[src/rtl/seq_divider_32bit.sv]
// Multi-cycle restoring divider for DIV/DIVU: one trial subtraction per clock, quotient to LO, remainder to HI.
// Optional macro DIV_SIGNED_EN adds signed division (magnitude divide plus a FIX sign-correction state).
`timescale 1ns/1ps

module subtractor_32bit (
   input  logic [31:0] a,
   input  logic [31:0] b,
   output logic [31:0] difference,
   output logic        borrow_out
);
   logic [32:0] sum;

   // borrow_out is the carry of a + ~b + 1, so 1 means a >= b (no borrow)
   assign sum        = {1'b0, a} + {1'b0, ~b} + 33'd1;
   assign difference = sum[31:0];
   assign borrow_out = sum[32];
endmodule

module seq_divider_32bit #(
   parameter int               WIDTH  = 32,
   parameter logic [WIDTH-1:0] ZERO_Q = 32'hFFFFFFFF
) (
   input  logic             clk,
   input  logic             rst_n,
   input  logic             start,
   input  logic             signed_op,
   input  logic [WIDTH-1:0] dividend,
   input  logic [WIDTH-1:0] divisor,
   output logic             busy,
   output logic             done,
   output logic             div_zero,
   output logic [WIDTH-1:0] quotient,
   output logic [WIDTH-1:0] remainder
);
   typedef enum logic [1:0] {IDLE, RUN, FIX, DONE} state_t;

   state_t           state;
   logic [5:0]       cnt;
   logic [WIDTH-1:0] dvd;
   logic [WIDTH-1:0] dsr;
   logic [WIDTH-1:0] trial;
   logic [WIDTH-1:0] sub_a;
   logic [WIDTH-1:0] sub_b;
   logic [WIDTH-1:0] sub_diff;
   logic             sub_nb;
   logic             accept;
   logic [WIDTH-1:0] dvd_abs;
   logic [WIDTH-1:0] dsr_abs;

   assign trial  = {remainder[WIDTH-2:0], dvd[WIDTH-1]};
   // rem[31] set means the shifted trial really has a 33rd bit and always exceeds the divisor
   assign accept = remainder[WIDTH-1] | sub_nb;

   subtractor_32bit u_sub (
      .a          (sub_a),
      .b          (sub_b),
      .difference (sub_diff),
      .borrow_out (sub_nb)
   );

`ifdef DIV_SIGNED_EN
   logic             neg_q;
   logic             neg_r;
   logic [WIDTH-1:0] neg_b;
   logic [WIDTH-1:0] neg_diff;
   logic             neg_borrow_unused;

   // Outside RUN the main subtractor is free and doubles as a second negator
   always_comb begin
      sub_a = trial;
      sub_b = dsr;
      if (state == IDLE) begin
         sub_a = '0;
         sub_b = divisor;
      end else if (state == FIX) begin
         sub_a = '0;
         sub_b = remainder;
      end
   end

   assign neg_b = (state == FIX) ? quotient : dividend;

   subtractor_32bit u_neg (
      .a          ('0),
      .b          (neg_b),
      .difference (neg_diff),
      .borrow_out (neg_borrow_unused)
   );

   assign dvd_abs = (signed_op & dividend[WIDTH-1]) ? neg_diff : dividend;
   assign dsr_abs = (signed_op & divisor[WIDTH-1])  ? sub_diff : divisor;
`else
   logic unused_signed_op;

   assign unused_signed_op = signed_op;
   assign sub_a   = trial;
   assign sub_b   = dsr;
   assign dvd_abs = dividend;
   assign dsr_abs = divisor;
`endif

   always_ff @(posedge clk or negedge rst_n) begin
      if (!rst_n) begin
         state     <= IDLE;
         cnt       <= '0;
         dvd       <= '0;
         dsr       <= '0;
         busy      <= 1'b0;
         done      <= 1'b0;
         div_zero  <= 1'b0;
         quotient  <= '0;
         remainder <= '0;
`ifdef DIV_SIGNED_EN
         neg_q     <= 1'b0;
         neg_r     <= 1'b0;
`endif
      end else begin
         done <= 1'b0;
         case (state)
            IDLE: begin
               if (start) begin
                  busy     <= 1'b1;
                  cnt      <= '0;
                  div_zero <= (divisor == '0);
`ifdef DIV_SIGNED_EN
                  neg_q    <= signed_op & (dividend[WIDTH-1] ^ divisor[WIDTH-1]);
                  neg_r    <= signed_op & dividend[WIDTH-1];
`endif
                  if (divisor == '0) begin
                     quotient  <= ZERO_Q;
                     remainder <= dividend;
                     done      <= 1'b1;
                     state     <= DONE;
                  end else begin
                     quotient  <= '0;
                     remainder <= '0;
                     dvd       <= dvd_abs;
                     dsr       <= dsr_abs;
                     state     <= RUN;
                  end
               end
            end
            RUN: begin
               remainder <= accept ? sub_diff : trial;
               quotient  <= {quotient[WIDTH-2:0], accept};
               dvd       <= dvd << 1;
               cnt       <= cnt + 6'd1;
               if (cnt == 6'd31) begin
`ifdef DIV_SIGNED_EN
                  state <= FIX;
`else
                  state <= DONE;
                  done  <= 1'b1;
`endif
               end
            end
            FIX: begin
`ifdef DIV_SIGNED_EN
               if (neg_q) quotient <= neg_diff;
               if (neg_r) remainder <= sub_diff;
               done  <= 1'b1;
               state <= DONE;
`else
               state <= IDLE;
`endif
            end
            DONE: begin
               busy  <= 1'b0;
               state <= IDLE;
            end
            default: state <= IDLE;
         endcase
      end
   end
endmodule

[config.mk]
export PLATFORM = sky130hd
export DESIGN_NAME = seq_divider_32bit
export DESIGN_NICKNAME = d
export VERILOG_FILES = /design/src/rtl/seq_divider_32bit.sv
export SDC_FILE = /design/constraint.sdc
export NUM_CORES = 1
export LEC_CHECK = 0
export BUFFER_PORTS_ARGS = -buffer_cell sky130_fd_sc_hd__buf_2
export CAP_MARGIN = 10
export CORE_ASPECT_RATIO = 1.75
export CORE_MARGIN = 2
export CORE_UTILIZATION = 40
export CTS_CLUSTER_DIAMETER = 80
export DETAILED_ROUTE_END_ITERATION = 7
export GPL_TIMING_DRIVEN = 1
export PLACE_DENSITY_LB_ADDON = 0.08
export REMOVE_ABC_BUFFERS = 1
export SETUP_SLACK_MARGIN = 0.2
export SLEW_MARGIN = 20
export SYNTH_ARGS = -nofsm -noshare
export SYNTH_HDL_FRONTEND = slang
export SYNTH_HIERARCHICAL = 1
export SYNTH_SLANG_ARGS = --single-unit
[constraint.sdc]
create_clock -name clk -period 4.9 [get_ports clk]
set_clock_uncertainty 0.05 [all_clocks]
set_input_delay 1.225 -clock clk [delete_from_list [all_inputs] [get_ports clk]]
set_output_delay 1.225 -clock clk [all_outputs]
set_load 0.01 [all_outputs]
==> results by group <==
Run status
  • Status: complete, no violations

Clock network
  • Cts repair resizes: 0
  • CTS buffer count: 17
  • CTS tree: yes
  • Clk Latency, worst-skew pair: 430 ps
  • Root Buffer: clkbuf_16
  • CTS Buffer Depth: 2
  • Htree depth: 4
  • Sink Count: 139
  • Hold_buf cts: 0
  • Clk slew on worst S/H paths: 60 ps
  • Post-CTS Setup Bufs: 0

Worst hold path
  • Min-delay src: div_zero
  • Hold endpoint: div_zero
  • Worst hold path type: flop to flop
  • Hold path cells: 1

Yosys
  • Yosys synthesis warning count: 6
  • Synthesized cell area: 8290 sq um
  • Compound-cell area share of the yosys netlist: 19.4%
  • Synth Flop Type: dfrtp_1
  • Sequential share of the synthesized area: 42.0%
  • Largest cells by area after synthesis: dfrtp_1, nand2_1, ha_1
  • Area share of fa/ha/maj cells after synthesis: 5.22%
  • Post-synth ARST share: 100%
  • Distinct cells, synth: 62
  • Yosys top cell area share: 42.0%
  • #FFs+latches synth: 139
  • Post-synthesis area per instance: 9.76 sq um
  • Mux contribution to synthesized area: 12.9%
  • Post-Synth XOR/XNOR Area: 2.85%
  • Largest family of logic cells by synthesized area: compound AO/OA/AOI/OAI gates
  • Post-synthesis cell count: 849
  • Post-synthesis simple-gate area fraction: 12.9%
  • EDFF count, synth: 0
  • Largest area contributor in the netlist: dfrtp_1

Timing
  • Slew Viols, Final: 0
  • Maximum clock frequency: 250 MHz
  • Final setup vio count: 0
  • Slew HR: 41.8%
  • RSZ-0062 raised after global routing: no
  • Min cycle time layout: 4010 ps
  • Final WS setup: 895 ps
  • Worst slew pin tran: 873 ps
  • Fin. Hold Viols: 0
  • Tcrit/Tclk final: 81.7%

Final layout
  • Seq. cell area: 3480 sq um
  • Most common cell after layout, fill and taps aside: nand2_1
  • Multi-input logic area: 4460 sq um
  • Layout Utilization: 48.8%
  • Layout Nets: 1071
  • Layout cell share with drive strength beyond 1: 23.6%
  • Most frequent cells in the layout: nand2_1, dfrtp_1, buf_2
  • Filler instances: 1961
  • Antenna diode count: 0
  • Area delta synth->final: 19.3%

Routing
  • Mean routed wirelength per cell: 18.5 um
  • DRC: 0
  • DRT antenna net count: 0
  • Routed Wire Length: 22700 um
  • 1st-iter DRT viols: 267
  • Detailed-route via count: 6754
  • DR vias/cell: 5.49
  • First drt pass iteration count: 4

Critical path
  • Arrival time at the worst endpoint: 4230 ps
  • Crit end category: flop
  • Slowest stage delay, CP: 550 ps
  • CP top delay family: compound AO/OA/AOI/OAI gates
  • Crit. Startpoint: remainder[16]
  • Reg-to-reg endpoint: remainder[25]
  • Startpoint Class: flop
  • Flop2flop setup slack: 890 ps
  • Worst r2r src: remainder[16]
  • CP max-delay cell: nor2_4
  • CP Class: flop to flop
  • Critical path peak fanout: 15
  • Critical Path RT: 5130 ps
  • Worst path bufs/invs: 1
  • R2R depth: 12
  • Critical-path cell list: ha_1 -> a21oi_1 -> o31ai_1 -> a21oi_1 -> a21boi_0 -> a311oi_1 -> o21ai_0 -> nor2_4 -> buf_12 -> mux2i_1 -> o32a_1 -> o21ai_0

Global routing
  • Antenna violations before repair: 0
  • Vias in the first global route: 7057
  • First-pass GRT wire length: 37500 um
  • Largest net degree at the start of global routing: 92
  • Grt ovf: 0
  • Tot GR Track Use: 21.7%

Pwr
  • Pleak: 4.71 nW
  • Power density over cell area: 896 nW/um^2
  • Max VDD drop: 0.000336 V

Placement
  • PortBufs: 133
  • DP Wirelength: 16800 um
  • Post-Place Setup Slack: 865 ps
  • GPL Wtd Cong: 0.850

Floorplan
  • Die H: 194 um
  • # IOs: 135
  • Initial Util: 40.9%
  • Die Width: 113 um
  • Core footprint: 20300 sq um
  • FP Rows: 69
  • DIE AREA: 21900 sq um

Run
  • Max_cap viols: 0
sequential cells by signal, indices dropped and copies added (netlist names):
| name | cells |
|---|---|
| dsr | 32 |
| dvd | 32 |
| quotient | 32 |
| remainder | 32 |
| cnt | 6 |
| state | 2 |
| busy | 1 |
| div_zero | 1 |
| done | 1 |
cells by family after synthesis:
| family | Yosys count |
|---|---|
| buf+inv | 94 |
| compound gates | 212 |
| flops | 139 |
| fa+ha+maj | 34 |
| mux | 99 |
| xor+xnor | 27 |
| simple gates | 244 |
stage by stage:
step           hold WS (ps)  instances  cell area [sq um]  TNS, ps  power [W]
2_1_floorplan           410        801               8070   -32630    0.00609
3_3_place_gp            409       1197               9220        0    0.00744
3_5_place_dp            415       1198               9250        0    0.00752
4_1_cts                 430       1230               9890        0    0.00897
5_1_grt                 449       1230               9890        0    0.00971
6_report                426       1230               9890        0    0.00887
worst reg2reg max path, delay by kind of cell (launching register included):
kind / cells / cell delay (ps)
compound gates: 8 / 1920
fa+ha+maj: 1 / 440
simple gates: 1 / 550
flops: 1 / 410
buf+inv: 1 / 250
mux: 1 / 240
cells in the mapped netlist, types with 3 or more instances:
library cell,count
a21boi_0,3
a21o_1,8
a21oi_1,42
a221o_1,31
a311oi_1,3
and3_1,4
buf_1,3
buf_2,8
buf_4,3
buf_6,3
clkbuf_1,31
dfrtp_1,139
ha_1,33
inv_1,46
mux2_1,32
mux2_2,31
mux2i_1,36
nand2_1,160
nand2b_1,9
nand3_1,4
nand4_1,7
nor2_1,30
nor2b_1,4
nor3_1,7
nor4_1,8
o211ai_1,5
o21ai_0,56
o21ai_1,3
o21bai_1,3
o32a_1,32
xnor2_1,15
xor2_1,12
how the worst max path moves through the flow:
stage                          to  slack [ps]  cells after the start
global placement    remainder[25]         900                     12
global route        remainder[27]         430                     12
detailed placement  remainder[25]         870                     12
finish              remainder[25]         890                     12
CTS                 remainder[25]         830                     12
floorplan                  dvd[1]       -1000                      4
final cells by class:
cell class	count	area share [%]
clock buffer	21	4.86
multi-input combinational	616	45.1
tap	248	3.14
sequential	139	35.2
inverter	46	1.75
clock inverter	11	1.67
timing repair buffer	149	8.33
power by group:
part	total [W]	internal (W)	leakage, nW	switching (W)
Combinational	0.00531	0.00248	2.68	0.00283
Sequential	0.00215	0.00172	1.71	0.000423
Clock	0.00141	0.000903	0.319	0.000511
Total	0.00887	0.00511	4.71	0.00376
metal layers:
layer	global-route usage (%)	wire [um]	share of wire, %
met5	0	0	0
met4	6.73	369	1.6
met3	4.52	940	4.1
met2	40.7	12600	55
met1	24.2	8830	39
No activity file was read; power rests on OpenSTA's default activity.
